==> config.mk <==
export PLATFORM = sky130hd
export DESIGN_NAME = backprop_sequencer
export DESIGN_NICKNAME = d
export VERILOG_FILES = /design/src/rtl/backprop_sequencer.sv
export SDC_FILE = /design/constraint.sdc
export NUM_CORES = 1
export LEC_CHECK = 0
export CAP_MARGIN = 10
export CORE_MARGIN = 2
export CORE_UTILIZATION = 55
export CTS_BUF_LIST = sky130_fd_sc_hd__clkbuf_4
export DETAILED_ROUTE_END_ITERATION = 8
export DONT_BUFFER_PORTS = 1
export HOLD_SLACK_MARGIN = 0.06
export PLACE_DENSITY = 0.7
export SYNTH_ARGS = -nofsm -noshare
export SYNTH_HDL_FRONTEND = slang
export SYNTH_SLANG_ARGS = --single-unit
==> constraint.sdc <==
create_clock -name clk_i -period 3.95 [get_ports clk_i]
set_input_delay 1.185 -clock clk_i [delete_from_list [all_inputs] [get_ports clk_i]]
set_output_delay 1.185 -clock clk_i [all_outputs]
set_load 0.05 [all_outputs]
==> src/rtl/backprop_sequencer.sv <==
// Output-layer weight-update sequencer: walks every hidden neuron through the shared datapath.
// Optional BP_SEQ_SKIP_ZERO_EN: neurons with a zero hidden activation bypass the datapath.
module backprop_sequencer #(
    parameter int N_HIDDEN = 4,
    parameter int W_WIDTH  = 8,
    parameter int H_WIDTH  = 10,
    parameter int TIMEOUT  = 4
) (
    input  logic                         clk_i,
    input  logic                         rst_i,
    input  logic                         start_i,
    input  logic [3:0]                   target_i,
    input  logic [22:0]                  final_i,
    input  logic [N_HIDDEN*H_WIDTH-1:0]  hidden_vals_i,
    input  logic                         wr_en_i,
    input  logic [2:0]                   wr_addr_i,
    input  logic [W_WIDTH-1:0]           wr_data_i,
    input  logic [2:0]                   rd_addr_i,
    output logic [W_WIDTH-1:0]           rd_data_o,
    output logic                         bp_en_o,
    output logic                         bp_zero_o,
    output logic [3:0]                   bp_x_o,
    output logic [22:0]                  bp_final_o,
    output logic [H_WIDTH-1:0]           bp_hidden_o,
    output logic [W_WIDTH-1:0]           bp_w_o,
    input  logic [W_WIDTH-1:0]           bp_w_i,
    input  logic                         bp_done_i,
    output logic                         busy_o,
    output logic                         done_o,
    output logic                         err_o
);

    localparam int                 IDX_W    = (N_HIDDEN > 1) ? $clog2(N_HIDDEN) : 1;
    localparam logic [IDX_W-1:0]   IDX_LAST = IDX_W'(N_HIDDEN - 1);
    localparam logic [3:0]         N_EXT    = 4'(N_HIDDEN);
    localparam logic [3:0]         TO_EXT   = 4'(TIMEOUT);

    typedef enum logic [2:0] {
        S_IDLE,
        S_ISSUE,
        S_WAIT,
        S_CLEAR,
        S_DONE
    } state_t;

    state_t               state_q, state_d;
    logic [IDX_W-1:0]     idx_q;
    logic [3:0]           wait_cnt_q;
    logic                 err_q;
    logic [3:0]           target_q;
    logic [22:0]          final_q;
    logic [H_WIDTH-1:0]   hid_q  [N_HIDDEN];
    logic [W_WIDTH-1:0]   bank_q [N_HIDDEN];

    logic                 start_acc;
    logic                 host_we;
    logic                 dp_we;
    logic                 idx_adv;
    logic                 wait_inc;
    logic                 err_set;
    logic                 timeout_hit;
    logic                 busy;
    logic [H_WIDTH-1:0]   cur_hidden;
    logic [W_WIDTH-1:0]   cur_w;

    assign busy        = (state_q != S_IDLE);
    assign start_acc   = (state_q == S_IDLE) && start_i;
    assign host_we     = (state_q == S_IDLE) && wr_en_i && ({1'b0, wr_addr_i} < N_EXT);
    assign timeout_hit = ((wait_cnt_q + 4'd1) == TO_EXT);
    assign cur_hidden  = hid_q[idx_q];
    assign cur_w       = bank_q[idx_q];

    always_ff @(posedge clk_i or posedge rst_i) begin
        if (rst_i) begin
            state_q <= S_IDLE;
        end else begin
            // NOTE: registers take non-blocking assignments so every flop samples pre-edge values.
            state_q <= state_d;
        end
    end

    always_comb begin
        // NOTE: every output of this block gets a default first, so no path can infer a latch.
        state_d   = state_q;
        bp_en_o   = 1'b0;
        bp_zero_o = 1'b0;
        done_o    = 1'b0;
        dp_we     = 1'b0;
        idx_adv   = 1'b0;
        wait_inc  = 1'b0;
        err_set   = 1'b0;
        unique case (state_q)
            S_IDLE: begin
                if (start_i) state_d = S_ISSUE;
            end
            S_ISSUE: begin
`ifdef BP_SEQ_SKIP_ZERO_EN
                if (cur_hidden == '0) begin
                    if (idx_q == IDX_LAST) begin
                        state_d = S_DONE;
                    end else begin
                        idx_adv = 1'b1;
                        state_d = S_ISSUE;
                    end
                end else begin
                    bp_en_o = 1'b1;
                    state_d = S_WAIT;
                end
`else
                bp_en_o = 1'b1;
                state_d = S_WAIT;
`endif
            end
            S_WAIT: begin
                if (bp_done_i) begin
                    dp_we   = 1'b1;
                    state_d = S_CLEAR;
                end else if (timeout_hit) begin
                    err_set = 1'b1;
                    state_d = S_CLEAR;
                end else begin
                    wait_inc = 1'b1;
                end
            end
            S_CLEAR: begin
                bp_zero_o = 1'b1;
                if (idx_q == IDX_LAST) begin
                    state_d = S_DONE;
                end else begin
                    idx_adv = 1'b1;
                    state_d = S_ISSUE;
                end
            end
            S_DONE: begin
                done_o  = 1'b1;
                state_d = S_IDLE;
            end
            default: state_d = S_IDLE;
        endcase
    end

    always_ff @(posedge clk_i or posedge rst_i) begin
        if (rst_i) begin
            idx_q      <= '0;
            wait_cnt_q <= '0;
            err_q      <= 1'b0;
            target_q   <= '0;
            final_q    <= '0;
            for (int k = 0; k < N_HIDDEN; k++) hid_q[k] <= '0;
        end else begin
            if (start_acc) begin
                idx_q    <= '0;
                err_q    <= 1'b0;
                target_q <= target_i;
                final_q  <= final_i;
                for (int k = 0; k < N_HIDDEN; k++) hid_q[k] <= hidden_vals_i[k*H_WIDTH +: H_WIDTH];
            end else begin
                if (idx_adv) idx_q <= idx_q + IDX_W'(1);
                if (err_set) err_q <= 1'b1;
            end
            if (state_q != S_WAIT) wait_cnt_q <= '0;
            else if (wait_inc)     wait_cnt_q <= wait_cnt_q + 4'd1;
        end
    end

    // NOTE: the bank is a handful of flops and must read back as zero after reset, so it is reset explicitly.
    always_ff @(posedge clk_i or posedge rst_i) begin
        if (rst_i) begin
            for (int k = 0; k < N_HIDDEN; k++) bank_q[k] <= '0;
        end else if (host_we) begin
            bank_q[wr_addr_i[IDX_W-1:0]] <= wr_data_i;
        end else if (dp_we) begin
            bank_q[idx_q] <= bp_w_i;
        end
    end

    assign rd_data_o   = ({1'b0, rd_addr_i} < N_EXT) ? bank_q[rd_addr_i[IDX_W-1:0]] : '0;
    assign busy_o      = busy;
    assign err_o       = err_q;
    assign bp_x_o      = target_q;
    assign bp_final_o  = final_q;
    assign bp_hidden_o = busy ? cur_hidden : '0;
    assign bp_w_o      = busy ? cur_w : '0;

endmodule

# Word level (Yosys, flattened, before mapping)

Cells that the tools add are included.

Logic and storage cells: 91
Output and inout port bits: 58
Input bits: 94
Register bits after elaboration: 109

Bitwise operators: 3
Add/subtract/negate cells: 2
Magnitude comparators: 7
Eq/ne operators: 9
Reduce and logical (&&, ||, !) cells: 12
Multiplexer cells: 44

Operators with widths:

| cell                | count |
|---|---|
| $bwmux 32           | 2 |
| $mux 32             | 2 |
| $mux 8              | 8 |
| $bmux 8 s2          | 2 |
| $demux 8 s2         | 2 |
| $mux 10             | 3 |
| $bmux 10 s2         | 1 |
| $mux 1              | 15 |
| $mux 3              | 4 |
| $pmux 3 s4          | 1 |
| $ge 3x3->1 const B  | 3 |
| $not 2->3           | 3 |
| $mux 4              | 2 |
| $reduce_bool 2->1   | 4 |
| $eq 3x2->1 const B  | 2 |
| $lt 3x1->1 const B  | 2 |
| $lt 3x3->1 const B  | 2 |
| $logic_and 1x1->1   | 5 |
| $add 4x1->4 const B | 1 |
| $eq 4x3->1 const B  | 1 |
| $mux 2              | 2 |
| $eq 3x1->1 const B  | 1 |
| $eq 3x3->1 const B  | 1 |
| $logic_not 3->1     | 1 |
| other kinds (7)     | 7 |

# Longest topological paths before layout

Gate-level depths: netlist of the first run.

Depth in word-level cells: 8
Mapped depth: 9
Depth with buffers taken out: 5

# Worst setup path before layout of the first run

Ideal clock, no wire load.

Kind: input port to output port
Start: input rd_addr_i[0]
End: output rd_data_o[0]
Path slack: 0.348 ns
Arrival: 2.417 ns
Buffers on the path: 1
Stages: 3
Required time: 2.765 ns
Cell sequence: buf_2 mux4_2 nor2b_1

Cells in the longest elaborated chain, start to end: 5
Elaborated cells on any way between the ends: 6
Classes of those cells: order compare: 1; mux: 4; bitwise: 1

RTL lines:

| item                                       | line | source |
|---|---|---|
| from (decl)                                | 18   | `input logic [2:0] rd_addr_i,` |
| $not 2->3 (implied by the code)            | 177  | `assign rd_data_o = ({1'b0, rd_addr_i} < N_EXT) ? bank_q[rd_addr_i[IDX_W-1:0]] : '0;` |
| $bmux 8 s2                                 | 177  |  |
| $mux 8 (implied by the code) (2 in series) | 177  |  |
| $mux 8 (*)                                 | 177  |  |
| to (decl)                                  | 19   | `output logic [W_WIDTH-1:0] rd_data_o,` |

Every way passes the cells marked *; elsewhere a longest branch is shown, timed or not. The select of a mux whose other input is x is not followed.

# Final worst setup path of the first run

Start: register state_q[1]
End: output bp_hidden_o[0]

Cells in the longest elaborated chain, start to end: 2

RTL lines:

| item                   | line | source |
|---|---|---|
| from (decl)            | 46   | `state_t state_q, state_d;` |
| from (signal assigned) | 78   | `state_q <= state_d;` |
| $reduce_bool 3->1      | 66   | `assign busy = (state_q != S_IDLE);` |
| $mux 10                | 182  | `assign bp_hidden_o = busy ? cur_hidden : '0;` |
| to (decl)              | 24   | `output logic [H_WIDTH-1:0] bp_hidden_o,` |

No other way between the ends.

==> metrics.txt, run 1 <==
run status=finished, final reports clean; Leakage=2.38 nW; Final Hold Vio Count=0; # port buffers=0; gpl congestion=0.903; total negative slack=0 ns; VDD IR max=580 uV; multiplexer share of the synthesized area=26.4%; Comb pwr share=45.3%; skew final=0.0199 ns; layout net count=537; cts bufs inserted=9; Setup crit end kind=output pin; R2R setup slack=1.62 ns; Post-Synth Simple-Gate Area=13.1%; Worst Hold Launch=hid_q[1]; Antenna diodes=0; Die X=105 um; XOR/XNOR Fraction of Synth Area=0.313%; fmax=289 MHz; core area=0.00982 mm2; slowest CP cell=dfrtp_1; vias in the first global route=3,802; post-route ant nets=0; DRT Wirelength=12,100 um; CP Class=flip-flop to output pin; vias per cell=6.26; flops & latches, synth=109; commonest non-fill, non-tap cell in the layout=dfrtp_1; CP startpoint=state_q[1]; Skew-Pair Late Insertion Delay=0.46 ns; Starting Density=57.0%; H-tree depth=3; clk slew on worst S/H paths=0.16 ns; Clk pwr share=9.3%; Seq pwr share=45.4%; Sw Share=49.1%; hold_buf cts=0; area of the die=0.0110 mm2; critical path's largest stage delay=0.62 ns; post-synthesis net count=543; worst slew pin tran=0.894 ns; Slew Viols, Final=0; Power per Cell Area=962 mW/mm2; # clock sinks=109; Tcrit/Tclk final=87.5%; Synth Area in Adders=1.34%; P_sw=0.00277 W; largest net degree at the start of global routing=64; compound-gate portion of the synthesized area=5.99%; first-pass GRT wire length=19,800 um; Avg Synthesized Cell Area=12.6 um2; Die Ht=105 um; Period minus WS final=3.46 ns; sequential area share after synthesis=48.7%; # DRC=0; # setup viols final=0; post-DP HPWL=8420 um; Worst Setup Start Kind=flip-flop; Filler Cell Count=837; RSZ-0062 raised after global routing=no; crit-path max FO=19; TritonCTS clock tree=yes; crit-path cells=nor3_4 -> inv_1 -> and2_1; I/O pins=152; most frequent cells in the layout=dfrtp_1 (109), mux2_2 (67), nand3_1 (51); Max Cap Viol=0; Mapped Cells=443; CP Data Required Time=2.76 ns; GRT Residual Overflow=0; post-CTS setup buffer count=0; synthesized cell area=0.00560 mm2; initial drt markers=288; Yosys cell types=36; Post-CTS Resized=0; clock tree buffer depth=2; # rows=36; Internal=0.00287 W; Max-slew headroom=40.0%; Total GRT Usage=23.1%; layout cells sized above 1=32.7%; antenna violations before repair=0; wire length per cell=21.0 um; yosys warns=0; RR Startpoint=state_q[1]; worst hold-check path type=flip-flop to flip-flop; first-pass detailed-route iteration total=5; CP arrival=2.27 ns; total number of vias=3,595; Root Buffer=clkbuf_4; Area growth syn-to-layout=4.69%; Final Core Density=59.7%; largest family of logic cells by synthesized area=multiplexers
flip-flops by register name (all words and copies together), names as in the netlist:
register,flops
hid_q,40
bank_q,32
bp_final_o,23
bp_x_o,4
wait_cnt_q,4
state_q,3
idx_q,2
err_o,1
power groups by stage:
stage	Clock (W)	Combinational (W)	Sequential, W
2_1_floorplan	0	0.00233	0.00241
3_3_place_gp	0	0.00252	0.00256
3_5_place_dp	0	0.00258	0.00258
4_1_cts	0.000544	0.00257	0.00256
5_1_grt	0.000601	0.00273	0.00264
6_report	0.000527	0.00255	0.00256
cell type report:
class | count | area [um2] | area share, %
well taps | 133 | 166 | 2.84
clock inverters | 6 | 56.3 | 0.961
flip-flops and latches | 109 | 2730 | 46.6
repair buffers | 16 | 158 | 2.69
multi-input cells | 294 | 2650 | 45.3
clock buffers | 9 | 67.6 | 1.15
inverters | 7 | 30.0 | 0.512
Yosys cell counts:
cell / instances / area, um2
clkbuf_1: 8 / 30.0
buf_2: 7 / 35.0
o32ai_1: 1 / 8.76
and3_1: 2 / 12.5
and4b_1: 1 / 10.0
a211oi_1: 1 / 7.51
nor2b_1: 11 / 68.8
mux4_2: 26 / 586
a21oi_1: 3 / 15.0
inv_1: 7 / 26.3
nor2_1: 35 / 131
dfrtp_1: 109 / 2730
nor3_4: 1 / 16.3
buf_1: 2 / 7.51
ha_1: 6 / 75.1
a21oi_4: 1 / 16.3
nand2_2: 1 / 6.26
o211a_1: 1 / 10.0
nand2b_1: 5 / 31.3
and2_1: 23 / 144
mux2_2: 67 / 754
mux2i_1: 2 / 20.0
buf_4: 14 / 105
buf_6: 2 / 22.5
nor3_1: 3 / 15.0
a32o_2: 3 / 33.8
o21ai_0: 1 / 5.00
a32o_1: 8 / 80.1
a31oi_1: 24 / 150
nand3b_1: 1 / 7.51
xnor2_1: 2 / 17.5
nand3_1: 51 / 255
mux2_4: 8 / 120
and4bb_2: 2 / 25.0
nand2_1: 3 / 11.3
a311oi_1: 1 / 8.76
worst paths after layout:
| check | endpoint | depth (start not counted) |
|---|---|---|
| worst min register to register | hid_q[1] | 1 |
| worst min-delay path | hid_q[1] | 1 |
| worst max register to register | hid_q[0] | 4 |
| max in group asynchronous | bank_q[8] | 2 |
| min in group asynchronous | bp_final_o[16] | 1 |
| worst max-delay path | bp_hidden_o[0] | 3 |
cell families after synthesis:
family | Yosys count
AOI/OAI and AO/OA | 44
DFF | 109
buffers and inverters | 40
muxes | 103
xor gates and xnor gates | 2
and+or+nand+nor | 139
adders and majority gates | 6
stage by stage:
step	cells	power [W]	area (um2)	hold WS (ns)	setup WS, ns
after global placement	559	0.00508	5740	0.483	0.793
after floorplan	443	0.00474	5600	0.475	0.348
after CTS	574	0.00568	5860	0.518	0.432
final	574	0.00564	5860	0.526	0.494
after global routing	574	0.00597	5860	0.504	0.325
after detailed placement	559	0.00516	5740	0.492	0.774
per-layer routing:
layer	global-route usage [%]	part of all wire, %
met5	0	0
met4	10.7	2.5
met3	5.93	8.5
met2	36.4	49
met1	30.1	40
critical path, delay by kind of cell (launching register included):
family,cells,cell delay [ns]
simple gates,2,0.68
flops,1,0.62
buf+inv,1,0.52
(Power assumes the default switching activity.)
==> inputs of run 2 (changes only) <==
--- a/config.mk
+++ b/config.mk
@@ -12,7 +12,7 @@
 export DETAILED_ROUTE_END_ITERATION = 8
 export DONT_BUFFER_PORTS = 1
 export HOLD_SLACK_MARGIN = 0.06
-export PLACE_DENSITY = 0.7
+export PLACE_DENSITY = 0.77
 export SYNTH_ARGS = -nofsm -noshare
 export SYNTH_HDL_FRONTEND = slang
 export SYNTH_SLANG_ARGS = --single-unit
==> run 2 against run 1 <==
Net effect: fmax shrank 3.6%; clock skew shrank 0.0096 ns; via count shrank 0.97%; core utilization grew 0.19 points; critical endpoint is now bp_hidden_o[9]; worst setup slack lost 0.13 ns; hold slack lost 0.0011 ns.
==> metrics.txt, run 2 (synthesized netlist as in run 1, its figures left out) <==
Comb pwr share=44.8% (-0.5 points); WHS=0.525 ns (-0.00106 ns); RR Startpoint=idx_q[0]; core area=0.00982 mm2 (unchanged); vias per cell=6.19 (-1.1%); Post-CTS Resized=0 (unchanged); Tcrit/Tclk final=90.7% (+3.2 points); H-tree depth=3 (unchanged); worst r2r path cells=4 (unchanged); VDD IR max=513 uV (-12%); Power per Cell Area=967 mW/mm2 (+0.57%); crit-path cells=buf_12 -> mux4_2 -> and2_1; hold_buf cts=0 (unchanged); Final Core Density=59.9% (+0.19 points); clk slew on worst S/H paths=0.18 ns (+0.02 ns); largest net degree at the start of global routing=71 (+11%); fin cells=575 (+0.17%); Area growth syn-to-layout=5.03%; Final Hold Vio Count=0 (unchanged); total negative slack=0 ns (unchanged); cts bufs inserted=9 (unchanged); Root Buffer=clkbuf_4; Cells on Worst Hold Path=1 (unchanged); most frequent cells in the layout=dfrtp_1 (109), mux2_2 (67), nand3_1 (51); gpl congestion=0.851 (-5.7%); Sw Share=49.3% (+0.21 points); run status=finished, final reports clean; commonest non-fill, non-tap cell in the layout=dfrtp_1; total number of vias=3,560 (-0.97%); Die Ht=105 um (unchanged); Top reg by flops=hid_q; # setup viols final=0 (unchanged); initial drt markers=255 (-11%); Clk pwr share=10.0% (+0.7 points); # rows=36 (unchanged); layout net count=536 (-0.19%); wire length per cell=21.1 um (+0.27%); Max-slew headroom=41.2% (+1.1 points); Leakage=2.39 nW (+0.43%); # port buffers=0 (unchanged); I/O pins=152 (unchanged); Skew-Pair Late Insertion Delay=0.48 ns (+0.02 ns); Worst Setup Start Kind=flip-flop; vias in the first global route=3,791 (-0.29%); CP arrival=2.40 ns (+0.13 ns); critical path's largest stage delay=0.80 ns (+0.18 ns); Hold EP=hid_q[12]; reg2reg end=bank_q[8]; Period minus WS final=3.58 ns (+0.127 ns); Slew Viols, Final=0 (unchanged); worst path bufs/invs=1 (unchanged); # DRC=0 (unchanged); post-route ant nets=0 (unchanged); Total GRT Usage=23.3% (+0.18 points); Internal=0.00288 W (+0.48%); layout cells sized above 1=32.7% (unchanged); flip-flop count of the largest register after layout=40 (unchanged); Worst Hold Launch=hid_q[12]; slowest CP cell=dfrtp_1; first-pass detailed-route iteration total=4 (-1); area of the die=0.0110 mm2 (unchanged); CP Data Required Time=2.76 ns (about the same); Starting Density=57.0% (unchanged); Max Cap Viol=0 (unchanged); post-CTS setup buffer count=0 (unchanged); post-DP HPWL=8450 um (+0.25%); Setup crit end kind=output pin; # clock sinks=109 (unchanged); GRT Residual Overflow=0 (unchanged); P_sw=0.00281 W (+1.3%); crit-path max FO=13 (-6); DRT Wirelength=12,100 um (+0.44%); R2R setup slack=1.68 ns (+0.06 ns); Die X=105 um (unchanged); worst hold-check path type=flip-flop to flip-flop; CP Class=flip-flop to output pin; Worst path top cell family by delay=flip-flops; dpl cells=558 (-0.18%); skew final=0.0104 ns (-0.00958 ns); first-pass GRT wire length=19,900 um (+0.49%); Seq pwr share=45.1% (-0.3 points); fmax=279 MHz (-3.6%); antenna violations before repair=0 (unchanged); TritonCTS clock tree=yes; RSZ-0062 raised after global routing=no; clock tree buffer depth=2 (unchanged); worst slew pin tran=0.877 ns (-0.0170 ns)
==> run 2: layout make-up <==
cell class,instances,area [um2]
Fill cell,802,3940
Inverter,7,30.0
Multi-Input combinational cell,294,2650
Timing Repair Buffer,15,150
Clock inverter,7,80.1
Sequential cell,109,2730
Tap cell,133,166
Clock buffer,9,67.6
Antenna cell,1,2.50
==> run 2: through the flow <==
step / instance area (um2) / total power [W] / setup slack (ns)
floorplan: 5600 / 0.00474 / 0.348
global placement: 5730 / 0.00506 / 0.802
detailed placement: 5730 / 0.00517 / 0.791
CTS: 5880 / 0.00573 / 0.285
global route: 5880 / 0.00601 / 0.223
finish: 5880 / 0.00569 / 0.366
==> run 2: worst max path at each step <==
stage,depth (start not counted),end,start,slack (ns)
after floorplan,3,rd_data_o[0],rd_addr_i[0],0.35
after global placement,3,rd_data_o[5],rd_addr_i[0],0.80
after detailed placement,3,rd_data_o[2],rd_addr_i[0],0.79
after CTS,3,bp_hidden_o[1],idx_q[0],0.29
after global routing,3,bp_hidden_o[9],idx_q[0],0.22
final,3,bp_hidden_o[9],idx_q[0],0.37
==> run 2: power by group through the flow <==
stage          Combinational, W  Clock (W)  Sequential [W]
6_report                0.00255   0.000571         0.00257
5_1_grt                 0.00273   0.000641         0.00264
4_1_cts                 0.00257   0.000591         0.00257
3_5_place_dp            0.00257          0         0.00260
3_3_place_gp            0.00251          0         0.00256
2_1_floorplan           0.00233          0         0.00241
==> run 2: per-layer routing <==
layer | vias to the layer above | global-route usage (%) | wire length [um]
met4 | 0 | 10.0 | 237
li1 | 1613 | - | -
met3 | 21 | 6.30 | 1030
met2 | 151 | 36.5 | 6050
met5 | - | 0 | 0
met1 | 1775 | 30.6 | 4800
==> inputs of run 3 (changes only) <==
--- a/config.mk
+++ b/config.mk
@@ -11,8 +11,9 @@
 export CTS_BUF_LIST = sky130_fd_sc_hd__clkbuf_4
 export DETAILED_ROUTE_END_ITERATION = 8
 export DONT_BUFFER_PORTS = 1
-export HOLD_SLACK_MARGIN = 0.06
+export HOLD_SLACK_MARGIN = 0.02
 export PLACE_DENSITY = 0.77
+export REMOVE_ABC_BUFFERS = 1
 export SYNTH_ARGS = -nofsm -noshare
 export SYNTH_HDL_FRONTEND = slang
 export SYNTH_SLANG_ARGS = --single-unit
==> run 3 against run 2 <==
Net effect: clock power up 4.6%; hold slack barely moved; first-iteration DRC count decreased by 1.2%; die area stayed put; critical path depth did not move; combinational power about the same; non-clock buffer count unchanged; fmax up 5.9%; via count up 1.8%; highest routed layer unchanged.
==> metrics.txt, run 3 (synthesized netlist as in run 1, its figures left out) <==
Tcrit/Tclk final=85.7% (-5.1 points); worst setup margin=0.566 ns (+0.200 ns); Max Cap Viol=0 (unchanged); most frequent cells in the layout=dfrtp_1 (109), mux2_2 (67), nand3_1 (51); GRT Residual Overflow=0 (unchanged); Top reg by flops=hid_q; Final Hold Vio Count=0 (unchanged); fin cells=575 (unchanged); Leakage=2.38 nW (-0.15%); Max-slew headroom=41.0% (-0.23 points); Post-CTS Resized=0 (unchanged); worst path bufs/invs=1 (unchanged); RSZ-0062 raised after global routing=no; worst hold-check path type=flip-flop to flip-flop; total negative slack=0 ns (unchanged); Layout Cell Area excl Fill=0.00586 mm2 (-0.36%); # rows=36 (unchanged); critical path's largest stage delay=0.61 ns (-0.19 ns); Die X=105 um (unchanged); gpl congestion=0.851 (about the same); skew final=0.0206 ns (+0.0102 ns); Skew-Pair Late Insertion Delay=0.48 ns (about the same); initial drt markers=252 (-1.2%); dpl cells=558 (unchanged); Clk pwr share=10.4% (+0.4 points); placed inst area=0.00570 mm2 (-0.46%); VDD IR max=480 uV (-6.3%); run status=finished, final reports clean; first-pass GRT wire length=20,100 um (+0.79%); layout cells sized above 1=32.7% (unchanged); Root Buffer=clkbuf_4; layout net count=536 (unchanged); Worst path top cell family by delay=simple AND/OR/NAND/NOR gates; core area=0.00982 mm2 (unchanged); area of the die=0.0110 mm2 (unchanged); Period minus WS final=3.38 ns (-0.200 ns); CP arrival=2.20 ns (-0.20 ns); worst slew pin tran=0.881 ns (+0.00338 ns); # setup viols final=0 (unchanged); Starting Density=57.0% (unchanged); Internal=0.00293 W (+1.6%); antenna violations before repair=0 (unchanged); # DRC=0 (unchanged); vias in the first global route=3,741 (-1.3%); I/O pins=152 (unchanged); Die Ht=105 um (unchanged); Worst Setup Start Kind=flip-flop; # port buffers=0 (unchanged); post-CTS setup buffer count=0 (unchanged); WHS=0.525 ns (+0.000396 ns); Setup crit end kind=output pin; Seq pwr share=44.7% (-0.4 points); flip-flop count of the largest register after layout=40 (unchanged); Area growth syn-to-layout=4.65%; slowest CP cell=dfrtp_1; total number of vias=3,623 (+1.8%); Post-Place Setup Slack=0.774 ns (-0.0166 ns); post-DP HPWL=8790 um (+4.0%); first-pass detailed-route iteration total=5 (+1); cts bufs inserted=9 (unchanged); clock tree buffer depth=2 (unchanged); H-tree depth=3 (unchanged); Power per Cell Area=976 mW/mm2 (+0.87%); CP Class=flip-flop to output pin; vias per cell=6.30 (+1.8%); wire length per cell=21.9 um (+4.1%); Sw Share=48.8% (-0.56 points); commonest non-fill, non-tap cell in the layout=dfrtp_1; TritonCTS clock tree=yes; hold_buf cts=0 (unchanged); # clock sinks=109 (unchanged); Slew Viols, Final=0 (unchanged); fmax=296 MHz (+5.9%); crit-path cells=nor3_4 -> inv_1 -> and2_1; P_sw=0.00279 W (-0.64%); CP Data Required Time=2.76 ns (about the same); post-route ant nets=0 (unchanged); Comb pwr share=44.9% (about the same); Total GRT Usage=23.5% (+0.28 points); clk slew on worst S/H paths=0.16 ns (-0.02 ns); largest net degree at the start of global routing=71 (unchanged); DRT Wirelength=12,600 um (+4.1%); crit-path max FO=19 (+6)
[run 3: cell types whose count changed in the layout (fill, tap and decap cells not counted), sizes merged]
cell,before,now
clkinv,3,1
clkbuf,9,10
bufinv,0,1
[run 3: final cells by class]
cell class                 count  area (um2)
antenna                        1        2.50
clock buffer                  10        75.1
clock inverter                 6        77.6
fill                         791        3960
inverter                       7        28.8
multi-input combinational    294        2650
sequential                   109        2730
tap                          133         166
timing repair buffer          15         125
[run 3: final timing paths]
kind	from	endpoint	slack, ns	depth (start not counted)
setup reg to reg	state_q[1]	bp_final_o[19]	1.64	4
max in group asynchronous	rst_i	idx_q[0]	2.56	2
min in group asynchronous	rst_i	hid_q[1]	0.64	1
hold / removal	hid_q[19]	hid_q[19]	0.53	1
setup / recovery	state_q[1]	bp_hidden_o[6]	0.57	3
hold reg to reg	hid_q[19]	hid_q[19]	0.53	1
[run 3: layer usage]
metal	up-vias	global-route usage [%]	share of wire (%)
li1	1622	-	-
met1	1832	29.9	40
met2	142	38.4	50
met3	27	6.24	7.8
met4	0	9.90	2.5
met5	-	0	0
[run 3: power groups by stage]
stage | Clock [W] | Combinational (W) | Sequential, W
final | 0.000597 | 0.00257 | 0.00255
after global routing | 0.000663 | 0.00274 | 0.00262
after CTS | 0.000617 | 0.00259 | 0.00256
after detailed placement | 0 | 0.00259 | 0.00258
after global placement | 0 | 0.00252 | 0.00253
after floorplan | 0 | 0.00218 | 0.00248
[run 3: metrics by stage]
step                util, %  total power (W)
floorplan                 -          0.00467
global placement       58.1          0.00505
detailed placement     58.1          0.00517
CTS                    59.6          0.00577
global route           59.6          0.00602
finish                 59.6          0.00572
